==> src/rtl/dma_pkg.sv <==
// -----------------------------------------------------------------------------
// dma_pkg
// Shared types and widths for the DMA memory-access responder.
//   DMA_AW  : width of the SRAM / DMA address (21-bit address space)
//   DMA_DW  : width of the SRAM / DMA data bus
//   state_t : responder FSM states
// -----------------------------------------------------------------------------
package dma_pkg;

  localparam int DMA_AW = 21;
  localparam int DMA_DW = 8;

  typedef enum logic [1:0] {
    IDLE    = 2'd0,  // bus not requested
    GRAB    = 2'd1,  // busrq_n asserted, waiting for busak_n
    ACCESS  = 2'd2,  // running SRAM cycles
    RELEASE = 2'd3   // busrq_n released, waiting for busak_n to go high
  } state_t;

endpackage

==> src/rtl/bus_sync.sv <==
// -----------------------------------------------------------------------------
// bus_sync
// STAGES-deep flop chain bringing an asynchronous level into the clk domain.
// Every stage resets to RESET_VAL so that an inactive-high handshake line
// reads as "not asserted" straight out of reset.
// Ports:
//   clk     in  system clock
//   rst_n   in  asynchronous active-low reset
//   i_async in  asynchronous input level
//   o_sync  out synchronised level (STAGES clocks of latency)
// -----------------------------------------------------------------------------
module bus_sync #(
  parameter int   STAGES    = 2,
  parameter logic RESET_VAL = 1'b1
) (
  input  logic clk,
  input  logic rst_n,
  input  logic i_async,
  output logic o_sync
);

  logic [STAGES-1:0] r_sync;

  always_ff @(posedge clk or negedge rst_n) begin
    if (!rst_n) begin
      r_sync <= {STAGES{RESET_VAL}};
    end else begin
      r_sync[0] <= i_async;
      for (int i = 1; i < STAGES; i++) begin
        r_sync[i] <= r_sync[i-1];
      end
    end
  end

  assign o_sync = r_sync[STAGES-1];

endmodule

==> src/rtl/dma_access.sv <==
// -----------------------------------------------------------------------------
// dma_access
// Memory-side responder for the DMA request bus. Requests the Z80 bus with
// busrq_n, waits for the synchronised busak_n, then runs SRAM cycles of
// ACCESS_CYCLES clocks each, back to back while dma_req stays high, and hands
// the bus back when requests stop.
// Ports:
//   clk, rst_n              clock, asynchronous active-low reset
//   dma_req/rnw/addr/wd     request side (from the DMA arbiter)
//   dma_ack                 pulse: request accepted, addr/wd/rnw sampled
//   dma_end                 pulse: previously acked access complete
//   dma_rd                  read data, valid from dma_end to next dma_end
//   busrq_n / busak_n       Z80 bus request / acknowledge (active low)
//   mem_addr/wd/wd_oe       registered SRAM address, write data, data drive
//   mem_oe_n / mem_we_n     registered SRAM strobes (active low)
//   mem_rd                  SRAM read data
// -----------------------------------------------------------------------------
module dma_access
  import dma_pkg::*;
#(
  parameter int ACCESS_CYCLES = 3,   // legal 3..15
  parameter int SYNC_STAGES   = 2
) (
  input  logic              clk,
  input  logic              rst_n,
  input  logic              dma_req,
  input  logic              dma_rnw,
  input  logic [DMA_AW-1:0] dma_addr,
  input  logic [DMA_DW-1:0] dma_wd,
  output logic              dma_ack,
  output logic              dma_end,
  output logic [DMA_DW-1:0] dma_rd,
  output logic              busrq_n,
  input  logic              busak_n,
  output logic [DMA_AW-1:0] mem_addr,
  output logic [DMA_DW-1:0] mem_wd,
  output logic              mem_wd_oe,
  output logic              mem_oe_n,
  output logic              mem_we_n,
  input  logic [DMA_DW-1:0] mem_rd
);

  localparam logic [3:0] C_LAST    = 4'(ACCESS_CYCLES - 1);
  localparam logic [3:0] C_WE_LAST = 4'(ACCESS_CYCLES - 2);

  state_t            r_state;
  logic [3:0]        r_cnt;
  logic              r_end;     // high during the END cycle of an access
  logic              r_rnw;
  logic              r_busrq_n;
  logic              r_oe_n;
  logic              r_we_n;
  logic              r_wd_oe;
  logic [DMA_AW-1:0] r_addr;
  logic [DMA_DW-1:0] r_wd;
  logic [DMA_DW-1:0] r_rd;

  logic   w_busak_sync;
  logic   w_c0;
  logic   w_ack;
  logic   w_end_next;
  logic   w_rnw_next;
  logic   w_in_access_next;
  logic   w_oe_n_next;
  logic   w_we_n_next;
  logic   w_wd_oe_next;
  logic   w_busrq_n_next;
  state_t w_state_next;
  logic [3:0] w_cnt_next;

  bus_sync #(
    .STAGES    (SYNC_STAGES),
    .RESET_VAL (1'b1)
  ) u_busak_sync (
    .clk     (clk),
    .rst_n   (rst_n),
    .i_async (busak_n),
    .o_sync  (w_busak_sync)
  );

  always_comb begin
    w_state_next = r_state;
    w_cnt_next   = r_cnt;
    w_end_next   = 1'b0;
    w_rnw_next   = r_rnw;
    w_ack        = 1'b0;
    // Cycle 0 is either the first cycle after the grant (counter at 0) or the
    // END cycle of the previous access (counter saturated, r_end set).
    w_c0         = (r_state == ACCESS) && ((r_cnt == 4'd0) || r_end);

    case (r_state)
      IDLE: begin
        if (dma_req) begin
          w_state_next = GRAB;
          w_cnt_next   = 4'd0;
        end
      end
      GRAB: begin
        if (!dma_req) begin
          w_state_next = RELEASE;
        end else if (!w_busak_sync) begin
          w_state_next = ACCESS;
          w_cnt_next   = 4'd0;
        end
      end
      ACCESS: begin
        if (w_c0) begin
          if (dma_req) begin
            w_ack      = 1'b1;
            w_rnw_next = dma_rnw;
            w_cnt_next = 4'd1;
          end else begin
            w_state_next = RELEASE;
            w_cnt_next   = 4'd0;
          end
        end else if (r_cnt == C_LAST) begin
          // Last strobe cycle: counter holds, next cycle is END.
          w_end_next = 1'b1;
        end else begin
          w_cnt_next = r_cnt + 4'd1;
        end
      end
      RELEASE: begin
        if (w_busak_sync) begin
          w_state_next = IDLE;
        end
      end
      default: begin
        w_state_next = IDLE;
      end
    endcase

    // Strobes are registered from the next state so the SRAM pins never see
    // decode glitches; c=1..ACCESS_CYCLES-1 of the upcoming cycle.
    w_in_access_next = (w_state_next == ACCESS) && (w_cnt_next != 4'd0) && !w_end_next;
    w_oe_n_next      = !(w_in_access_next && w_rnw_next);
    w_wd_oe_next     = w_in_access_next && !w_rnw_next;
    // Write strobe ends one cycle early so address and data are held.
    w_we_n_next      = !(w_in_access_next && !w_rnw_next && (w_cnt_next <= C_WE_LAST));
    w_busrq_n_next   = (w_state_next == IDLE) || (w_state_next == RELEASE);
  end

  always_ff @(posedge clk or negedge rst_n) begin
    if (!rst_n) begin
      r_state   <= IDLE;
      r_cnt     <= 4'd0;
      r_end     <= 1'b0;
      r_rnw     <= 1'b1;
      r_busrq_n <= 1'b1;
      r_oe_n    <= 1'b1;
      r_we_n    <= 1'b1;
      r_wd_oe   <= 1'b0;
      r_addr    <= '0;
      r_wd      <= '0;
      r_rd      <= '0;
    end else begin
      r_state   <= w_state_next;
      r_cnt     <= w_cnt_next;
      r_end     <= w_end_next;
      r_rnw     <= w_rnw_next;
      r_busrq_n <= w_busrq_n_next;
      r_oe_n    <= w_oe_n_next;
      r_we_n    <= w_we_n_next;
      r_wd_oe   <= w_wd_oe_next;
      if (w_ack) begin
        r_addr <= dma_addr;
        r_wd   <= dma_wd;
      end
      // Capture on the edge closing the last strobe cycle of a read.
      if (w_end_next && r_rnw) begin
        r_rd <= mem_rd;
      end
    end
  end

  assign dma_ack   = w_ack;
  assign dma_end   = r_end;
  assign dma_rd    = r_rd;
  assign busrq_n   = r_busrq_n;
  assign mem_addr  = r_addr;
  assign mem_wd    = r_wd;
  assign mem_wd_oe = r_wd_oe;
  assign mem_oe_n  = r_oe_n;
  assign mem_we_n  = r_we_n;

endmodule

==> config.mk <==
export PLATFORM = sky130hd
export DESIGN_NAME = dma_access
export DESIGN_NICKNAME = d
export VERILOG_FILES = /design/src/rtl/dma_pkg.sv /design/src/rtl/bus_sync.sv /design/src/rtl/dma_access.sv
export SDC_FILE = /design/constraint.sdc
export NUM_CORES = 1
export LEC_CHECK = 0
export ABC_AREA = 1
export CORE_ASPECT_RATIO = 0.6
export CORE_MARGIN = 2
export CORE_UTILIZATION = 46
export DETAILED_ROUTE_END_ITERATION = 10
export PLACE_DENSITY = 0.84
export SLEW_MARGIN = 15
export SYNTH_ARGS = -nofsm -noshare
export SYNTH_HDL_FRONTEND = slang
export SYNTH_SLANG_ARGS = --single-unit
==> constraint.sdc <==
create_clock -name clk -period 4.8 [get_ports clk]
set_input_delay 0.48 -clock clk [delete_from_list [all_inputs] [get_ports clk]]
set_output_delay 0.48 -clock clk [all_outputs]
set_load 0.005 [all_outputs]
==> summary.txt, run 1 <==
Global route
  – Via count of the first global-routing pass: roughly 1,700
  – Largest net degree at the start of global routing: 52
  – Overall Global Routing Usage: 0.193
  – Wire length of the first global-routing pass: a little under 8000 um
  – Initial antenna violation count: 0
  – Overall overflow remaining after global route: 0

Yosys
  – Proportion of synthesized chip area in sequential cells: 0.601
  – Top cells by area, synth: sky130_fd_sc_hd__dfrtp_1, sky130_fd_sc_hd__nand2_1, sky130_fd_sc_hd__dfstp_2
  – Simple-gate area share of the yosys netlist: 0.261
  – Post-Syn Instances: between 200 and 250
  – Post-synthesis share of cell area spent on full adders, half adders and majority gates: 0.0234
  – Synth warnings: 0
  – Main combinational cell family by area after synthesis: simple AND/OR/NAND/NOR gates
  – Combined area of all synthesized cells: 0.00214 mm^2
  – Area share of the leading cell type in the synthesized netlist: 0.527
  – Number of flip-flops and latches in the synthesized netlist: 51
  – Average size of a mapped cell: roughly 9.5 um^2
  – Number of distinct library cell variants in the gate-level netlist after synthesis: 23
  – Cell taking the most area after synthesis: sky130_fd_sc_hd__dfrtp_1
  – Xor-xnor portion of the synthesized cell area: 0.00410
  – Synth Net Count: 270
  – Mux cell area share after synthesis: 0.0562
  – Area fraction in compound gates after synthesis: 0.0117

Detailed routing
  – Total number of vias: approximately 1,700
  – Residual antenna-violating net count after detailed routing: 0
  – Detail-routed net length per standard cell: approximately 13 um
  – Detailed Route Iter0 Violations: ~180
  – Drt drc: 0
  – Wire length reported by the detailed router: just under 5000 um
  – Initial DRT Pass Iterations: 4
  – Vias per cell: between 4 and 5

Critical path
  – Worst Setup Start Kind: flip-flop
  – Worst setup EP type: output pin
  – Crit Path Category: flip-flop to output pin
  – Required time worst endpoint: 4.32 ns
  – CP peak stage delay: ~0.6 ns
  – Top fanout value on the critical path: 32
  – Ordered list of cells on the worst path: inv_1 -> ha_1 -> nand2_1 -> nand2_2 -> nand3_1 -> buf_4 -> inv_2 -> clkdlybuf4s50_1
  – Critical-path cell with the highest stage delay: sky130_fd_sc_hd__clkdlybuf4s50_1
  – Crit path arrival time: 2.58 ns

Timing
  – Total count of max-transition violations in the final report: 0
  – Setup WS post-layout: roughly 1.7 ns
  – Part of the cycle the worst path needs: 0.637
  – Hold Vio Cnt, Final: 0
  – Final setup vio count: 0
  – Achievable frequency: approximately 0.33 GHz
  – Setup repair after global routing missed its margin: false
  – Min Clock Period, post-route: a little over 3 ns
  – Relative max-transition margin: 0.581
  – Final clock skew: between 0.01 and 0.015 ns
  – Measured slew at the worst slew-check pin: ~0.63 ns
  – Setup TNS: 0 ns

Place
  – # port buffers: between 80 and 90
  – Placed cell areas: between 0.003 and 0.004 mm^2
  – Routability congestion estimate: between 0.8 and 0.9
  – Worst slack at placement: about 1.9 ns
  – Detailed-placement wirelength estimate: ~3500 um

Worst hold path
  – Worst min-delay path class: input pin to asynchronous set/reset pin

Run
  – Max-cap check violation count: 0

Final layout
  – Number of antenna cells inserted: 0
  – Fin nets: roughly 360
  – Area Overhead vs Synth: 48.0%
  – Number of fill cells in the layout: 340
  – Total area of multi-input combinational cells: ~760 um^2
  – Sequential Area: about 0.0013 mm^2
  – Highest-count cells in the layout ignoring fill and taps: sky130_fd_sc_hd__nand2_1, sky130_fd_sc_hd__clkdlybuf4s50_1, sky130_fd_sc_hd__dfrtp_1, sky130_fd_sc_hd__inv_1, sky130_fd_sc_hd__nand3_1
  – Final cell area excluding filler cells: about 0.0032 mm^2
  – Proportion of layout cells with a drive suffix above 1: 0.0997
  – Commonest non-fill, non-tap cell in the layout: sky130_fd_sc_hd__nand2_1

Floorplanning
  – Core area: roughly 0.0045 mm^2
  – Die outline area: between 0.005 and 0.006 mm^2
  – Die height: between 50 and 60 um
  – Cell Rows: 19
  – Initial core utilization: 0.473
  – Die Width: 92.0 um
  – Num ports: 85

Power
  – Total power divided by cell area: 620 mW/mm^2
  – Worst IR drop on VDD: ~0.33 mV
  – P_leak: roughly 1.6 nW

Clock tree
  – Buffer levels on the longest clock path: 2
  – Clock H-tree levels: 2
  – Worst skew pair latency: roughly 0.30 ns
  – TritonCTS clock tree: done
  – Clk sink count: 51
  – CTS buffer count: 5
  – Post-CTS resize count: 0
  – Clock-pin slew of the registers on the worst-case setup and hold paths: ~0.090 ns
  – Post-CTS setup repair buffer count: 0
  – Clock Root Buffer: sky130_fd_sc_hd__clkbuf_8
  – Hold buffer count at CTS: 0

Run status
  – Status: completed
==> metal layers <==
| layer | global-route usage | part of all wire | routed length, um | up-vias |
|---|---|---|---|---|
| met1 | 0.270 | 0.47 | 2320 | 787 |
| li1 | - | - | - | 861 |
| met3 | 0.0631 | 0.097 | 474 | 4 |
| met5 | 0 | 0 | 0 | - |
| met4 | 0.0512 | 0.0055 | 27 | 0 |
| met2 | 0.291 | 0.43 | 2090 | 87 |
==> layout make-up <==
type / instances / area share
well taps: 63 / 0.0249
inverters: 16 / 0.0190
clock buffers: 6 / 0.0229
repair buffers: 85 / 0.267
flip-flops and latches: 51 / 0.406
multi-input cells: 151 / 0.241
clock inverters: 2 / 0.0190
==> through the flow <==
| stage | cells | utilization | power (mW) | hold slack (ns) |
|---|---|---|---|---|
| 6_report | 374 | 0.700 | 1.96 | 0.194 |
| 5_1_grt | 374 | 0.700 | 2.10 | 0.243 |
| 4_1_cts | 374 | 0.700 | 1.98 | 0.361 |
| 3_5_place_dp | 366 | 0.670 | 1.62 | 0.349 |
| 3_3_place_gp | 366 | 0.670 | 1.59 | 0.347 |
| 2_1_floorplan | 224 | - | 1.16 | 0.184 |
==> power breakdown <==
| part | switching (mW) | internal [mW] | total (mW) |
|---|---|---|---|
| Combinational | 0.388 | 0.479 | 0.867 |
| Sequential | 0.121 | 0.628 | 0.749 |
| Clock | 0.138 | 0.208 | 0.346 |
==> synthesized netlist by cell type <==
library cell               instances
sky130_fd_sc_hd__nand2_1         108
sky130_fd_sc_hd__dfrtp_1          45
sky130_fd_sc_hd__inv_1            13
sky130_fd_sc_hd__nand3_1           9
sky130_fd_sc_hd__mux2_4            8
sky130_fd_sc_hd__nor2_1            7
sky130_fd_sc_hd__dfstp_2           6
sky130_fd_sc_hd__buf_2             4
sky130_fd_sc_hd__ha_1              4
sky130_fd_sc_hd__nand4_1           4
sky130_fd_sc_hd__inv_2             3
sky130_fd_sc_hd__a21oi_1           2
sky130_fd_sc_hd__a31oi_1           1
sky130_fd_sc_hd__buf_4             1
sky130_fd_sc_hd__clkbuf_1          1
sky130_fd_sc_hd__nand2_2           1
sky130_fd_sc_hd__nand2_4           1
sky130_fd_sc_hd__nor2_4            1
sky130_fd_sc_hd__nor3_1            1
sky130_fd_sc_hd__nor3_4            1
sky130_fd_sc_hd__nor4_1            1
sky130_fd_sc_hd__o21ai_2           1
sky130_fd_sc_hd__xor2_1            1
==> cell families after synthesis <==
logic type,Yosys count
muxes,8
DFF,51
xor gates and xnor gates,1
adders and majority gates,4
buffers and inverters,22
and+or+nand+nor,134
AOI/OAI and AO/OA,4
==> sequential cells by signal, summed over array words and instances, names as in the netlist, 2 cells and up <==
signal,cells
r_cnt,4
mem_wd,8
r_state,2
mem_addr,21
u_busak_sync.r_sync,2
dma_rd,8
==> worst max-delay path: cells and delay by family, from the launching register on <==
family / cells / cell delay [ns]
flip-flops: 1 / 0.43
adder cells (fa/ha/maj): 1 / 0.15
buffers and inverters: 4 / 1.37
AND/OR/NAND/NOR: 3 / 0.32
==> worst paths after layout <==
check,from,end,slack (ns),cells after the start
worst max-delay path,r_cnt[0],dma_ack,1.74,8
worst min-delay path,rst_n,dma_rd[6],0.19,1
worst max register to register,r_cnt[0],mem_we_n,2.62,11
worst min register to register,u_busak_sync.r_sync[0],u_busak_sync.r_sync[1],0.36,0
max in group asynchronous,rst_n,mem_wd[6],4.18,1
min in group clk,u_busak_sync.r_sync[0],u_busak_sync.r_sync[1],0.36,0
Power figures use the tool's default switching activity.
==> run 2: changes to the inputs <==
- CORE_UTILIZATION: 46 -> 43
- PLACE_DENSITY: 0.84 -> 0.79
- clock period: 4.8 -> 2.95 ns (I/O delays scaled with it)
==> run 2 against run 1 <==
Against the previous run:
- critical path type unchanged
- register-to-register slack lost 1.7 ns
- total power grew 56%
- cell count grew 0.80%
- via count grew 0.81%
- setup slack lost 1.0 ns
==> summary.txt, run 2 (synthesis gave the netlist of run 1 again) <==
Detailed routing
  – Vias per cell: ~4.6
  – Detail-routed net length per standard cell: about 13 um
  – Wire length reported by the detailed router: approximately 5000 um
  – Detailed Route Iter0 Violations: between 60 and 70
  – Initial DRT Pass Iterations: 4
  – Drt drc: 0
  – Total number of vias: around 1,800
  – Residual antenna-violating net count after detailed routing: 0

Critical path
  – Reg-to-Reg Start: r_cnt[0]
  – Worst Setup Start Kind: flip-flop
  – Crit path arrival time: between 1.5 and 2 ns
  – Worst setup EP type: output pin
  – Launch point of the worst path: r_cnt[0]
  – Required time worst endpoint: roughly 2.7 ns
  – Endpoint of the lowest-slack register-to-register path: mem_wd_oe
  – Worst reg2reg setup slack: ~0.95 ns
  – Top fanout value on the critical path: 5
  – Crit Path Category: flip-flop to output pin
  – Reg2reg path depth: 12
  – End point of the critical path: dma_ack

Power
  – Total power divided by cell area: around 970 mW/mm^2
  – Worst IR drop on VDD: between 0.5 and 0.6 mV
  – Cell-internal power: 2.02 mW
  – Total power draw: 3.06 mW
  – Switching power share of the total: 0.340
  – Fraction of power consumed by the clock network: 0.141
  – Net switching power: 1.04 mW
  – Combinational group share of total power: 0.465
  – P_leak: between 1.5 and 2 nW
  – Share of power burned in registers: 0.395

Final layout
  – Final cell area excluding filler cells: ~0.0032 mm^2
  – Fin nets: approximately 360
  – Commonest non-fill, non-tap cell in the layout: sky130_fd_sc_hd__nand2_1
  – Highest-count cells in the layout ignoring fill and taps: sky130_fd_sc_hd__nand2_1, sky130_fd_sc_hd__clkdlybuf4s50_1, sky130_fd_sc_hd__dfrtp_1, sky130_fd_sc_hd__inv_1, sky130_fd_sc_hd__nand3_1
  – Number of antenna cells inserted: 0
  – Number of flip-flops in the largest register: 21
  – Proportion of layout cells with a drive suffix above 1: 0.105
  – Area Overhead vs Synth: 47.5%

Floorplanning
  – Initial core utilization: 0.456
  – Die outline area: roughly 0.0056 mm^2
  – Core area: between 0.004 and 0.005 mm^2
  – Num ports: 85
  – Die height: between 50 and 60 um
  – Die Width: about 95 um
  – Cell Rows: 19

Global route
  – Wire length of the first global-routing pass: ~7900 um
  – Initial antenna violation count: 0
  – Overall Global Routing Usage: 0.190
  – Overall overflow remaining after global route: 0
  – Largest net degree at the start of global routing: 36
  – Via count of the first global-routing pass: 1,744

Clock tree
  – Clock-pin slew of the registers on the worst-case setup and hold paths: 0.09 ns
  – Clk sink count: 51
  – Worst skew pair latency: 0.30 ns
  – Clock Root Buffer: sky130_fd_sc_hd__clkbuf_8
  – Clock H-tree levels: 2
  – Buffer levels on the longest clock path: 2
  – TritonCTS clock tree: done
  – CTS buffer count: 5

Place
  – # port buffers: 84
  – Detailed-placement wirelength estimate: ~3600 um
  – Routability congestion estimate: about 0.95
  – Placed cell areas: 0.00304 mm^2
  – Worst slack at placement: a little under 1 ns

Timing
  – Setup repair after global routing missed its margin: false
  – Achievable frequency: 0.448 GHz
  – Relative max-transition margin: 0.716
  – Total count of max-transition violations in the final report: 0
  – Min Clock Period, post-route: approximately 2.2 ns
  – Final clock skew: between 0.007 and 0.008 ns
  – Final setup vio count: 0
  – Setup WS post-layout: 0.718 ns
  – WHS: 0.360 ns
  – Measured slew at the worst slew-check pin: between 0.4 and 0.5 ns
  – Setup TNS: 0 ns
  – Hold Vio Cnt, Final: 0
  – Part of the cycle the worst path needs: 0.757

Worst hold path
  – Worst min-delay path class: flip-flop to flip-flop

Run status
  – Status: completed

Run
  – Max-cap check violation count: 0
-- run 2: changes by cell type in the layout (fill, tap and decap cells not counted), sizes merged --
cell	previous run	this run
bufinv	2	0
dlygate4sd3	0	1
clkbuf	6	8
buf	2	4
-- run 2: power groups by stage --
| stage | combinational, mW | sequential (mW) | clock, mW |
|---|---|---|---|
| after floorplan | 0.657 | 1.23 | 0 |
| after global placement | 1.41 | 1.21 | 0 |
| after detailed placement | 1.45 | 1.21 | 0 |
| after CTS | 1.45 | 1.21 | 0.443 |
| after global routing | 1.60 | 1.25 | 0.473 |
| final | 1.42 | 1.21 | 0.431 |
-- run 2: timing repair --
action,4_1_cts,5_1_grt
hold buffers,1,0
buffers inserted,0,0
gates resized for setup,0,0
hold endpoints to repair,15,0
-- run 2: critical path: stages (launching register included) --
cell,delay [ns]
sky130_fd_sc_hd__dfrtp_1,0.43
sky130_fd_sc_hd__inv_1,0.12
sky130_fd_sc_hd__ha_1,0.15
sky130_fd_sc_hd__nand2_1,0.07
sky130_fd_sc_hd__nand2_2,0.13
sky130_fd_sc_hd__nand3_1,0.13
sky130_fd_sc_hd__inv_2,0.08
sky130_fd_sc_hd__clkdlybuf4s50_1,0.53
-- run 2: per-layer routing --
layer	track usage	part of all wire	vias to the layer above
li1	-	-	872
met1	0.258	0.47	795
met2	0.283	0.40	80
met3	0.0730	0.11	6
met4	0.0683	0.012	0
met5	0	0	-
-- run 2: stage by stage --
stage                      util  std cells
after floorplan               -        224
after global routing      0.673        377
after global placement    0.650        368
after CTS                 0.673        377
after detailed placement  0.650        368
final                     0.673        377
-- run 2: layout make-up --
cell class	count	area, um^2
Timing Repair Buffer	88	868
Sequential cell	51	1280
Multi-Input combinational cell	151	762
Inverter	16	60.1
Clock buffer	8	100
Tap cell	63	78.8
Fill cell	394	1530
-- run 2: worst min-delay path by stage --
stage                           startpoint                endpoint  slack [ns]  cells after the start
floorplan                            rst_n                 dma_end     -0.0006                      0
CTS                 u_busak_sync.r_sync[0]  u_busak_sync.r_sync[1]        0.36                      0
global placement                     rst_n               dma_rd[6]        0.22                      1
global route        u_busak_sync.r_sync[0]  u_busak_sync.r_sync[1]        0.37                      0
finish              u_busak_sync.r_sync[0]  u_busak_sync.r_sync[1]        0.36                      0
detailed placement                   rst_n               dma_rd[1]        0.23                      1
==> run 3: changes to the inputs <==
- CORE_UTILIZATION: 43 -> 39
- PLACE_DENSITY: 0.79 -> 0.76
- clock period: 2.95 -> 1.9 ns (I/O delays scaled with it)
==> run 3 against run 2 <==
Against the previous run:
- final area up 4.1%
- core utilization down 4.0 points
- hold slack worse by 0.047 ns
- clock-buffer cell count down 1
- clock skew up 0.00086 ns
- sequential power up 55%
- setup slack worse by 0.67 ns
- global-route usage down 0.59 points
- highest routed layer unchanged
- die area up 9.7%
- critical path depth up 2
- wire length up 11%
- largest power group unchanged
- first-iteration DRC count down 33%
==> summary.txt, run 3 (synthesis gave the netlist of run 1 again) <==
Critical path
  – Crit Path Category: flip-flop to flip-flop
  – End point of the critical path: dma_rd[7]
  – Top fanout value on the critical path: 8
  – Endpoint of the lowest-slack register-to-register path: dma_rd[7]
  – Worst setup EP type: flip-flop
  – Crit path arrival time: 2.04 ns
  – Worst reg2reg setup slack: 0.04 ns
  – Launch point of the worst path: r_cnt[0]
  – Worst Setup Start Kind: flip-flop
  – Reg2reg path depth: 9
  – Reg-to-Reg Start: r_cnt[0]
  – Required time worst endpoint: 2.09 ns

Timing
  – Achievable frequency: between 0.5 and 0.6 GHz
  – Part of the cycle the worst path needs: 0.977
  – Hold Vio Cnt, Final: 0
  – Setup WS post-layout: 0.0442 ns
  – Min Clock Period, post-route: 1.86 ns
  – Setup repair after global routing missed its margin: true
  – Total count of max-transition violations in the final report: 0
  – Relative max-transition margin: 0.595
  – Setup TNS: 0 ns
  – Measured slew at the worst slew-check pin: between 0.6 and 0.7 ns
  – Final clock skew: 0.00815 ns
  – Final setup vio count: 0

Power
  – Fraction of power consumed by the clock network: 0.118
  – P_leak: between 1.5 and 2 nW
  – Total power draw: about 5.1 mW
  – Net switching power: between 1.5 and 2 mW
  – Cell-internal power: about 3.3 mW
  – Total power divided by cell area: about 1500 mW/mm^2
  – Switching power share of the total: 0.352
  – Share of power burned in registers: 0.370
  – Worst IR drop on VDD: 0.744 mV
  – Combinational group share of total power: 0.512

Clock tree
  – Clk sink count: between 50 and 60
  – Clock H-tree levels: 2
  – Buffer levels on the longest clock path: 2
  – Clock Root Buffer: sky130_fd_sc_hd__clkbuf_8
  – Clock-pin slew of the registers on the worst-case setup and hold paths: around 0.09 ns
  – CTS buffer count: 5
  – Worst skew pair latency: roughly 0.30 ns
  – TritonCTS clock tree: done

Detailed routing
  – Initial DRT Pass Iterations: 4
  – Wire length reported by the detailed router: ~5500 um
  – Vias per cell: about 4.6
  – Detailed Route Iter0 Violations: 44
  – Total number of vias: between 1,500 and 2,000
  – Detail-routed net length per standard cell: around 14 um
  – Drt drc: 0
  – Residual antenna-violating net count after detailed routing: 0

Final layout
  – Number of antenna cells inserted: 0
  – Highest-count cells in the layout ignoring fill and taps: sky130_fd_sc_hd__nand2_1, sky130_fd_sc_hd__clkdlybuf4s50_1, sky130_fd_sc_hd__dfrtp_1, sky130_fd_sc_hd__buf_4, sky130_fd_sc_hd__inv_1
  – Area Overhead vs Synth: 53.6%
  – Proportion of layout cells with a drive suffix above 1: 0.164
  – Number of flip-flops in the largest register: 21
  – Commonest non-fill, non-tap cell in the layout: sky130_fd_sc_hd__nand2_1
  – Fin nets: 369
  – Core Util, Final: 0.634

Global route
  – Via count of the first global-routing pass: approximately 1,800
  – Overall overflow remaining after global route: 0
  – Overall Global Routing Usage: 0.185
  – Wire length of the first global-routing pass: approximately 8500 um
  – Largest net degree at the start of global routing: 31
  – Initial antenna violation count: 0

Floorplanning
  – Die height: approximately 61 um
  – Cell Rows: 20
  – Initial core utilization: 0.413
  – Core area: around 0.0052 mm^2
  – Num ports: 85
  – Die Width: between 90 and 100 um
  – Die outline area: 0.00611 mm^2

Worst hold path
  – Startpoint of the worst hold path: busak_n
  – Worst min-delay path class: input pin to flip-flop
  – Worst Hold Path Cells: 1

Place
  – Worst slack at placement: ~0.044 ns
  – Routability congestion estimate: 0.804
  – # port buffers: 84
  – Detailed-placement wirelength estimate: between 3000 and 4000 um

Run
  – Max-cap check violation count: 0

Run status
  – Status: completed
==> run 3: cell count changes in the layout (fill, tap and decap cells not counted), sizes merged <==
cell           previous run  this run
clkbuf                    8         7
buf                       4        14
clkinv                    0         1
clkdlybuf4s50            83        82
dlygate4sd2               0         1
==> run 3: per-layer routing <==
layer	wire length, um	up-vias	GRT usage
li1	-	892	-
met1	2660	838	0.261
met2	2190	70	0.262
met3	526	9	0.0806
met4	79	0	0.0509
met5	0	-	0
==> run 3: how the worst min path moves through the flow <==
stage,endpoint
finish,u_busak_sync.r_sync[0]
global route,u_busak_sync.r_sync[0]
global placement,mem_addr[5]
detailed placement,mem_addr[5]
CTS,u_busak_sync.r_sync[0]
floorplan,dma_end
==> run 3: critical path, cell delays in order, from the launching register on <==
cell and delay [ns]:
sky130_fd_sc_hd__dfrtp_1 0.36, sky130_fd_sc_hd__inv_2 0.07, sky130_fd_sc_hd__ha_4 0.16, sky130_fd_sc_hd__nand2_4 0.07
sky130_fd_sc_hd__nand2_4 0.05, sky130_fd_sc_hd__buf_6 0.12, sky130_fd_sc_hd__buf_4 0.13, sky130_fd_sc_hd__nor3_4 0.24
sky130_fd_sc_hd__nand2_4 0.19, sky130_fd_sc_hd__mux2_4 0.34
==> run 3: what timing repair did <==
item,4_1_cts,5_1_grt
endpoints found under the setup margin,1,3
resized for setup,2,16
hold endpoints to repair,19,0
hold buffers,1,0
buffers inserted,2,4
pin swaps,1,6
==> run 3: power by group through the flow <==
stage	clock, mW	sequential, mW	combinational, mW
floorplan	0	1.90	1.02
global placement	0	1.86	2.25
detailed placement	0	1.87	2.31
CTS	0.620	1.86	2.36
global route	0.672	1.94	2.85
finish	0.598	1.87	2.59
==> run 3: area by class of cell <==
type | count | area [um^2]
clock buffers | 7 | 76.3
multi-input cells | 151 | 816
well taps | 66 | 82.6
fillers | 421 | 1900
clock inverters | 1 | 5.00
flip-flops and latches | 51 | 1280
repair buffers | 98 | 958
inverters | 16 | 60.1
==> run 3: metrics by stage <==
stage	hold WS (ns)	cells	cell area, um^2
after floorplan	-0.106	224	2140
after global placement	0.228	375	3090
after detailed placement	0.236	375	3090
after CTS	0.305	386	3200
after global routing	0.311	390	3280
final	0.313	390	3280
